**src/rtl/packet_scheduler.sv**
```systemverilog
// packet_scheduler: data-island sequencer and packet arbiter for a TMDS/HDMI encoder.
//
// Ports:
//   clk_pixel          pixel clock, the only clock
//   reset_n            asynchronous active-low reset
//   video_blank        high during blanking
//   blank_remaining    blanking cycles left, including the current cycle
//   req[NUM_REQ]       per-requester "packet pending" level
//   ack[NUM_REQ]       one-cycle pulse on the last cycle of the granted packet
//   packet_sel         requester whose header/subpackets feed the assembler
//   data_island_period high exactly while packet data is being sent
//   mode               00 control, 01 preamble, 10 guard band, 11 packet data
//   overrun            sticky: blanking ended while an island was in flight
//
// Build option: define PACKET_SCHED_RR_EN for round-robin arbitration;
// otherwise arbitration is fixed priority, lowest index first.
module packet_scheduler #(
    parameter int NUM_REQ     = 4,
    parameter int MAX_PACKETS = 18
) (
    input  logic               clk_pixel,
    input  logic               reset_n,
    input  logic               video_blank,
    input  logic [11:0]        blank_remaining,
    input  logic [NUM_REQ-1:0] req,
    output logic [NUM_REQ-1:0] ack,
    output logic [2:0]         packet_sel,
    output logic               data_island_period,
    output logic [1:0]         mode,
    output logic               overrun
);
    typedef enum logic [2:0] {IDLE, PREAMBLE, LEAD_GUARD, PACKET, TRAIL_GUARD} state_t;
    state_t      state;
    logic [2:0]  phase_cnt;
    logic [4:0]  pkt_cnt;
    logic [4:0]  pkt_num;
    logic [7:0]  req_w;
    logic [7:0]  elig;
    logic [2:0]  arb_start;
    logic [2:0]  win;
    logic [3:0]  idx;
    logic        found;
    logic        start_ok;
    logic        cont_ok;

    assign req_w = 8'(req);
    // The packet being acked this cycle must not win again immediately.
    assign elig     = (state == PACKET) ? (req_w & ~(8'd1 << packet_sel)) : req_w;
    // 8 preamble + 2 guard + 32 packet + 2 guard + 12 control + 1
    assign start_ok = video_blank && |req && blank_remaining >= 12'd57;
    // 32 packet + 2 guard + 12 control + 1
    assign cont_ok  = found && pkt_num < 5'(MAX_PACKETS) && blank_remaining >= 12'd47;

`ifdef PACKET_SCHED_RR_EN
    logic [2:0] rr_ptr;
    logic [2:0] nxt_sel;
    assign nxt_sel   = (packet_sel == 3'(NUM_REQ - 1)) ? 3'd0 : packet_sel + 3'd1;
    // rr_ptr holds the first index to search; at an ack it is being updated
    // to nxt_sel in the same cycle, so search from nxt_sel directly.
    assign arb_start = (state == PACKET) ? nxt_sel : rr_ptr;
    always_ff @(posedge clk_pixel or negedge reset_n) begin
        if (!reset_n)
            rr_ptr <= '0;
        else if (state == PACKET && pkt_cnt == 5'd31)
            rr_ptr <= nxt_sel;
    end
`else
    assign arb_start = '0;
`endif

    // Rotating search from arb_start; wraps at NUM_REQ so the winner is always in range.
    always_comb begin
        found = 1'b0;
        win   = '0;
        idx   = '0;
        for (int i = 0; i < NUM_REQ; i++) begin
            idx = 4'(arb_start) + 4'(i);
            idx = (idx >= 4'(NUM_REQ)) ? idx - 4'(NUM_REQ) : idx;
            if (!found && elig[idx[2:0]]) begin
                found = 1'b1;
                win   = idx[2:0];
            end
        end
    end

    always_ff @(posedge clk_pixel or negedge reset_n) begin
        if (!reset_n) begin
            state              <= IDLE;
            phase_cnt          <= '0;
            pkt_cnt            <= '0;
            pkt_num            <= '0;
            ack                <= '0;
            packet_sel         <= '0;
            data_island_period <= 1'b0;
            mode               <= 2'b00;
            overrun            <= 1'b0;
        end else begin
            ack <= '0;
            if (state != IDLE && !video_blank)
                overrun <= 1'b1;
            case (state)
                IDLE: if (start_ok) begin
                    state     <= PREAMBLE;
                    mode      <= 2'b01;
                    phase_cnt <= '0;
                end
                PREAMBLE: if (phase_cnt == 3'd7) begin
                    state     <= LEAD_GUARD;
                    mode      <= 2'b10;
                    phase_cnt <= '0;
                end else begin
                    phase_cnt <= phase_cnt + 3'd1;
                end
                LEAD_GUARD: if (phase_cnt == 3'd1) begin
                    state              <= PACKET;
                    mode               <= 2'b11;
                    data_island_period <= 1'b1;
                    pkt_cnt            <= '0;
                    pkt_num            <= 5'd1;
                    packet_sel         <= win;
                end else begin
                    phase_cnt <= phase_cnt + 3'd1;
                end
                PACKET: begin
                    pkt_cnt <= pkt_cnt + 5'd1;
                    // Registered ack lands on the cycle where pkt_cnt is 31.
                    if (pkt_cnt == 5'd30)
                        ack <= NUM_REQ'(8'd1 << packet_sel);
                    if (pkt_cnt == 5'd31) begin
                        if (cont_ok) begin
                            pkt_num    <= pkt_num + 5'd1;
                            packet_sel <= win;
                        end else begin
                            state              <= TRAIL_GUARD;
                            mode               <= 2'b10;
                            data_island_period <= 1'b0;
                            phase_cnt          <= '0;
                        end
                    end
                end
                TRAIL_GUARD: if (phase_cnt == 3'd1) begin
                    state <= IDLE;
                    mode  <= 2'b00;
                end else begin
                    phase_cnt <= phase_cnt + 3'd1;
                end
                default: begin
                    state              <= IDLE;
                    mode               <= 2'b00;
                    data_island_period <= 1'b0;
                end
            endcase
        end
    end
endmodule

```
**config.mk**
```make
export PLATFORM = sky130hd
export DESIGN_NAME = packet_scheduler
export DESIGN_NICKNAME = d
export VERILOG_FILES = /design/src/rtl/packet_scheduler.sv
export SDC_FILE = /design/constraint.sdc
export NUM_CORES = 1
export LEC_CHECK = 0
export BUFFER_PORTS_ARGS = -buffer_cell sky130_fd_sc_hd__buf_2
export CORE_MARGIN = 10
export CORE_UTILIZATION = 55
export DETAILED_ROUTE_END_ITERATION = 10
export PLACE_DENSITY = 0.79
export SLEW_MARGIN = 20
export SYNTH_ARGS = -nofsm -noshare
export SYNTH_HDL_FRONTEND = slang
export SYNTH_SLANG_ARGS = --single-unit
export TNS_END_PERCENT = 1
```
**constraint.sdc**
```tcl
create_clock -name clk_pixel -period 3.2 [get_ports clk_pixel]
set_input_delay 0 -clock clk_pixel [delete_from_list [all_inputs] [get_ports clk_pixel]]
set_output_delay 0 -clock clk_pixel [all_outputs]
set_load 0.01 [all_outputs]
```
### After elaboration in Yosys (flattened, before gate mapping)

Cells that the tools add are included.

| cells by class | value |
|---|---|
| bitwise operators | 3 |
| reduce and logical (&&, ||, !) cells | 24 |
| equal/unequal tests | 16 |
| add/subtract/negate cells | 3 |
| div/mod/pow operators | 0 |
| $lt $le $gt $ge | 3 |
| $mul | 0 |
| multiplexer cells | 44 |
| shift-type cells | 1 |

Operator list:

| cell | number |
|---|---|
| 3-bit two-way mux | 14 |
| 12-bit by 6-bit greater-or-equal comparator with 1-bit output, second input constant | 2 |
| 5-bit two-way mux | 4 |
| 5-bit one-hot mux with 2 select lines | 2 |
| 2-bit two-way mux | 8 |
| 3-bit one-hot mux with 5 select lines | 1 |
| 2-bit inequality test, second input constant | 7 |
| 4-bit two-way mux | 3 |
| 3-bit one-hot mux with 4 select lines | 1 |
| 5-bit by 1-bit adder with 5-bit output, second input constant | 2 |
| 5-bit == test, second input constant | 2 |
| 2-bit one-hot mux with 5 select lines | 1 |
| 1-bit logical AND | 8 |
| 1-bit two-way mux | 8 |
| 4-bit AND reduction | 2 |
| 3-bit by 1-bit == test with 1-bit output, second input constant | 2 |
| 3-bit by 2-bit == test with 1-bit output, second input constant | 2 |
| 3-bit == test, second input constant | 2 |
| 3-bit one-hot mux with 2 select lines | 1 |
| 6-bit AND reduction | 1 |
| 5-bit < comparator, second input constant | 1 |
| 5-bit AND reduction | 1 |
| 4-bit bitwise AND | 1 |
| 1-bit zero test | 4 |
| other kinds (14) | 14 |

| storage, ports and cells | value |
|---|---|
| latch bits | 0 |
| bits in writable memories | 0 |
| bits in registers | 27 |
| ROM bits | 0 |
| input bits | 19 |
| word-level logic and storage cells | 103 |
| memories kept | 0 |

### Logic depth before layout (Yosys ltp)

| depth | value |
|---|---|
| depth in word-level cells | 19 |
| mapped depth | 8 |

### Worst setup path after synthesis

No wires, ideal clock.

| timing path | value |
|---|---|
| kind | flip-flop to flip-flop |
| start | register pkt_cnt[0] |
| end | register phase_cnt[1] |
| slack | 1.099 ns |
| data required time | 3.075 ns |
| arrival | 1.976 ns |
| period minus slack after synthesis | 2.101 ns |
| cell stages (with the launch flop) | 9 |
| cells stage by stage | dfrtp_1 ha_1 and3_1 ha_1 clkbuf_1 nor2_1 o22a_2 nor3_4 mux2_4 |

| on the way | value |
|---|---|
| cells in the longest elaborated chain, start to end | 3 |

Ends and longest elaborated chain:

| item | line | source |
|---|---|---|
| from (decl) | 35 | `logic [4:0] pkt_cnt;` |
| from (signal assigned) | 125 | `pkt_cnt <= pkt_cnt + 5'd1;` |
| 5-bit == test | 129 | `if (pkt_cnt == 5'd31) begin` |
| 2-bit by 1-bit inequality test with 1-bit output (no line) | - |  |
| 5-bit AND reduction (no line) | - |  |
| to (signal assigned) | 112 | `phase_cnt <= phase_cnt + 3'd1;` |
| to (signal assigned) | 122 | `phase_cnt <= phase_cnt + 3'd1;` |
| to (signal assigned) | 145 | `phase_cnt <= phase_cnt + 3'd1;` |
| to (decl) | 34 | `logic [2:0] phase_cnt;` |

No other way between the ends.
A chain may end at the register's enable or synchronous reset.

==> impl_metrics.py <==
metrics = {
    "setup_path": {
        "path_buf_inv": 0,
        "critPathSlowestCell": "dfrtp_1",
        "crit_arrival_ps": 2750,
        "crit_chain": "and3b_1 > a31oi_1 > o211a_2 > nor4_4 > mux2_2",
        "max_stage_delay_ps": 690,
        "cp_max_fo": 18,
        "startpoint_type": "register",
        "cpLargestDelayFamily": "simple AND/OR/NAND/NOR gates",
        "required_ps": 3440,
        "critPathKind": "register to register",
        "critical_path.endpoint_type": "register",
    },
    "grt": {
        "first_global_vias": 1327,
        "grt_usage": 0.133,
        "antenna_found_initial": 0,
        "grt_overflow_total": 0,
        "grt_pass1_wl_mm": 5.89,
        "grt_max_degree": 26,
    },
    "cts": {
        "cts_buffers": 3,
        "cts.repair.resized": 0,
        "cts.clk_slew.worst_paths_ps": 140,
        "clk_latency_ps": 330,
        "clock_sinks": 25,
        "cts_setup_buffers": 0,
        "root_buffer": "clkbuf_4",
        "cts_buffer_depth": 2,
        "cts.hold.buffers_added": 2,
        "cts_tree": "done",
        "cts_htree_levels": 1,
    },
    "drt": {
        "drcViolationCount": 0,
        "drt_wl_total_mm": 3.47,
        "drt_pre_antenna_iters": 4,
        "drt_iter0_drc": 157,
        "final_antenna_net_count": 0,
        "vias": 1336,
        "post_drt_wl_per_cell_um": 15.3,
        "via_per_inst": 5.89,
    },
    "cells_and_area": {
        "fin_nets": 223,
        "drive_gt1_frac": 0.230,
        "post-route-cell-area_mm2": 0.00175,
        "fillers": 228,
        "areaGrowthSynthToFinish_pct": 11.5,
        "antennaDiodeCount": 0,
    },
    "synthesis": {
        "yosysUniqueCellTypes": 51,
        "ys_warn_count": 0,
        "synthCells": 172,
        "yosysSeqAreaShare": 0.398,
        "syn_avg_cell_area_um2": 9.13,
        "synth_area_leaders": "dfrtp_1 40%, ha_1 5.6%, o21ai_0 5.4%",
        "synth_ff_type": "dfrtp_1",
        "yosys.area.top_type": "dfrtp_1",
        "synthArstFlopShare": 1.00,
        "synth_nets": 198,
        "yosysTopAreaCellShare": 0.398,
        "synth-seq-cells": 25,
        "synth_edf_count": 0,
        "syn_area_mm2": 0.00157,
    },
    "floorplan": {
        "die-area_mm2": 0.00539,
        "core_area_mm2": 0.00273,
        "die_w_um": 73.4,
        "die_h_um": 73.4,
        "initial_core_util": 0.574,
        "io_pins": 30,
        "rows": 19,
    },
    "timing": {
        "finClkSkew_ps": 11.5,
        "slew_headroom": 0.637,
        "min_period_ps": 2510,
        "post-route-period-util": 0.785,
        "max_freq_mhz": 398,
        "setup_ws_ps": 688,
        "slew_viol_final": 0,
        "grt_setup_unrepaired": "no",
        "hold_violations": 0,
        "worst_pin_slew_ps": 544,
        "fin_tns_setup_ps": 0,
        "setup_viol": 0,
    },
    "place": {
        "placedInstanceArea_mm2": 0.00170,
        "place_congestion": 0.859,
        "pre_cts_ws_ps": 711,
        "dpl.hpwl_mm": 2.65,
        "portBuffers": 28,
    },
    "power": {
        "total_power_w": 0.00103,
        "ir_drop_mv": 0.480,
        "leakage_nw": 0.814,
        "cellPowerDensity_mw_per_mm2": 587,
    },
    "status": {
        "status": "finished, final reports clean",
    },
    "job": {
        "maxCapViolCount": 0,
    },
    "min_path": {
        "min_path_type": "primary input to register",
    },
}
worst min-delay path, stage by stage:
cell	delay, ps
buf_2	120
o21ai_0	80
o211ai_1	90
a22oi_1	70
sequential cells by signal (all words and copies together) (netlist names):
register            count
pkt_num                 5
mode                    2
pkt_cnt                 5
phase_cnt               3
ack                     4
state                   2
packet_sel              2
overrun                 1
data_island_period      1
final cells by class:
cell class,count,area [um^2],area share
multi-input cells,127,851,0.486
flip-flops and latches,25,626,0.357
repair buffers,32,175,0.100
well taps,31,38.8,0.0222
inverters,8,30.0,0.0172
clock buffers,3,22.5,0.0129
clock inverters,1,7.51,0.00429
per-layer routing:
| layer | vias up | share of wire | global-route usage | wire (um) |
|---|---|---|---|---|
| met3 | 7 | 0.074 | 0.0256 | 255 |
| li1 | 672 | - | - | - |
| met5 | - | 0 | 0 | 0 |
| met4 | 0 | 0.017 | 0.0538 | 59 |
| met1 | 611 | 0.42 | 0.163 | 1460 |
| met2 | 46 | 0.49 | 0.223 | 1690 |
logic make-up after synthesis:
kind of cell | share of synthesized area
AO/OA/AOI/OAI | 0.205
other | 0.00239
multiplexers | 0.0558
AND/OR/NAND/NOR | 0.212
XOR/XNOR | 0.0112
flip-flops | 0.398
buffers and inverters | 0.0598
adder cells (fa/ha/maj) | 0.0558
Yosys cell counts (2+ instances only):
master	n
and3_1	2
nor2_1	16
o21ai_0	17
buf_2	3
ha_1	7
clkbuf_1	6
a31oi_1	6
nand2_1	11
nand2b_1	2
dfrtp_1	25
a21oi_1	9
nor2b_1	2
or3_1	2
inv_1	8
nor3b_1	2
mux2i_1	5
nand4_1	2
nand3_1	5
o211ai_1	3
nor3_1	5
mux2_2	2
o22a_2	2
buf_4	2
path summary, 6_finish.rpt:
| kind | start | to | slack, ps | cells after the start |
|---|---|---|---|---|
| min in group asynchronous | reset_n | packet_sel[1] | 160 | 2 |
| worst min register to register | overrun | overrun | 490 | 1 |
| worst max register to register | mode[0] | mode[1] | 690 | 5 |
| max in group asynchronous | reset_n | pkt_num[1] | 2660 | 2 |
| worst max-delay path | mode[0] | mode[1] | 690 | 5 |
| worst min-delay path | req[0] | packet_sel[0] | 60 | 4 |
through the flow:
stage	instances	hold WS, ps	util
after floorplan	172	-296	-
after global placement	221	14.7	0.622
after detailed placement	221	25.2	0.622
after CTS	227	39.5	0.640
after global routing	227	75.5	0.640
final	227	60.6	0.640
placed cells by master, fill, tap and decap left out, types with 2 or more instances in the layout:
cell type,instances
o22a_2,2
nand4_1,2
or3_1,2
nor3b_1,2
and3_1,2
nand3_1,5
a21oi_1,9
o21ai_0,17
mux2_2,2
a31oi_1,6
nor2_1,16
nor3_1,5
nand2_1,11
dlygate4sd3_1,2
inv_1,8
o211ai_1,3
buf_4,2
nor2b_1,2
ha_1,7
nand2b_1,2
dfrtp_1,25
buf_2,28
clkbuf_4,3
mux2i_1,5
report_power, final:
part	internal (W)	leakage [nW]	switching, W
Clock	0.0000479	0.0139	0.0000983
Sequential	0.000374	0.330	0.0000915
Combinational	0.000205	0.470	0.000210
No activity file was read; power rests on OpenSTA's default activity.
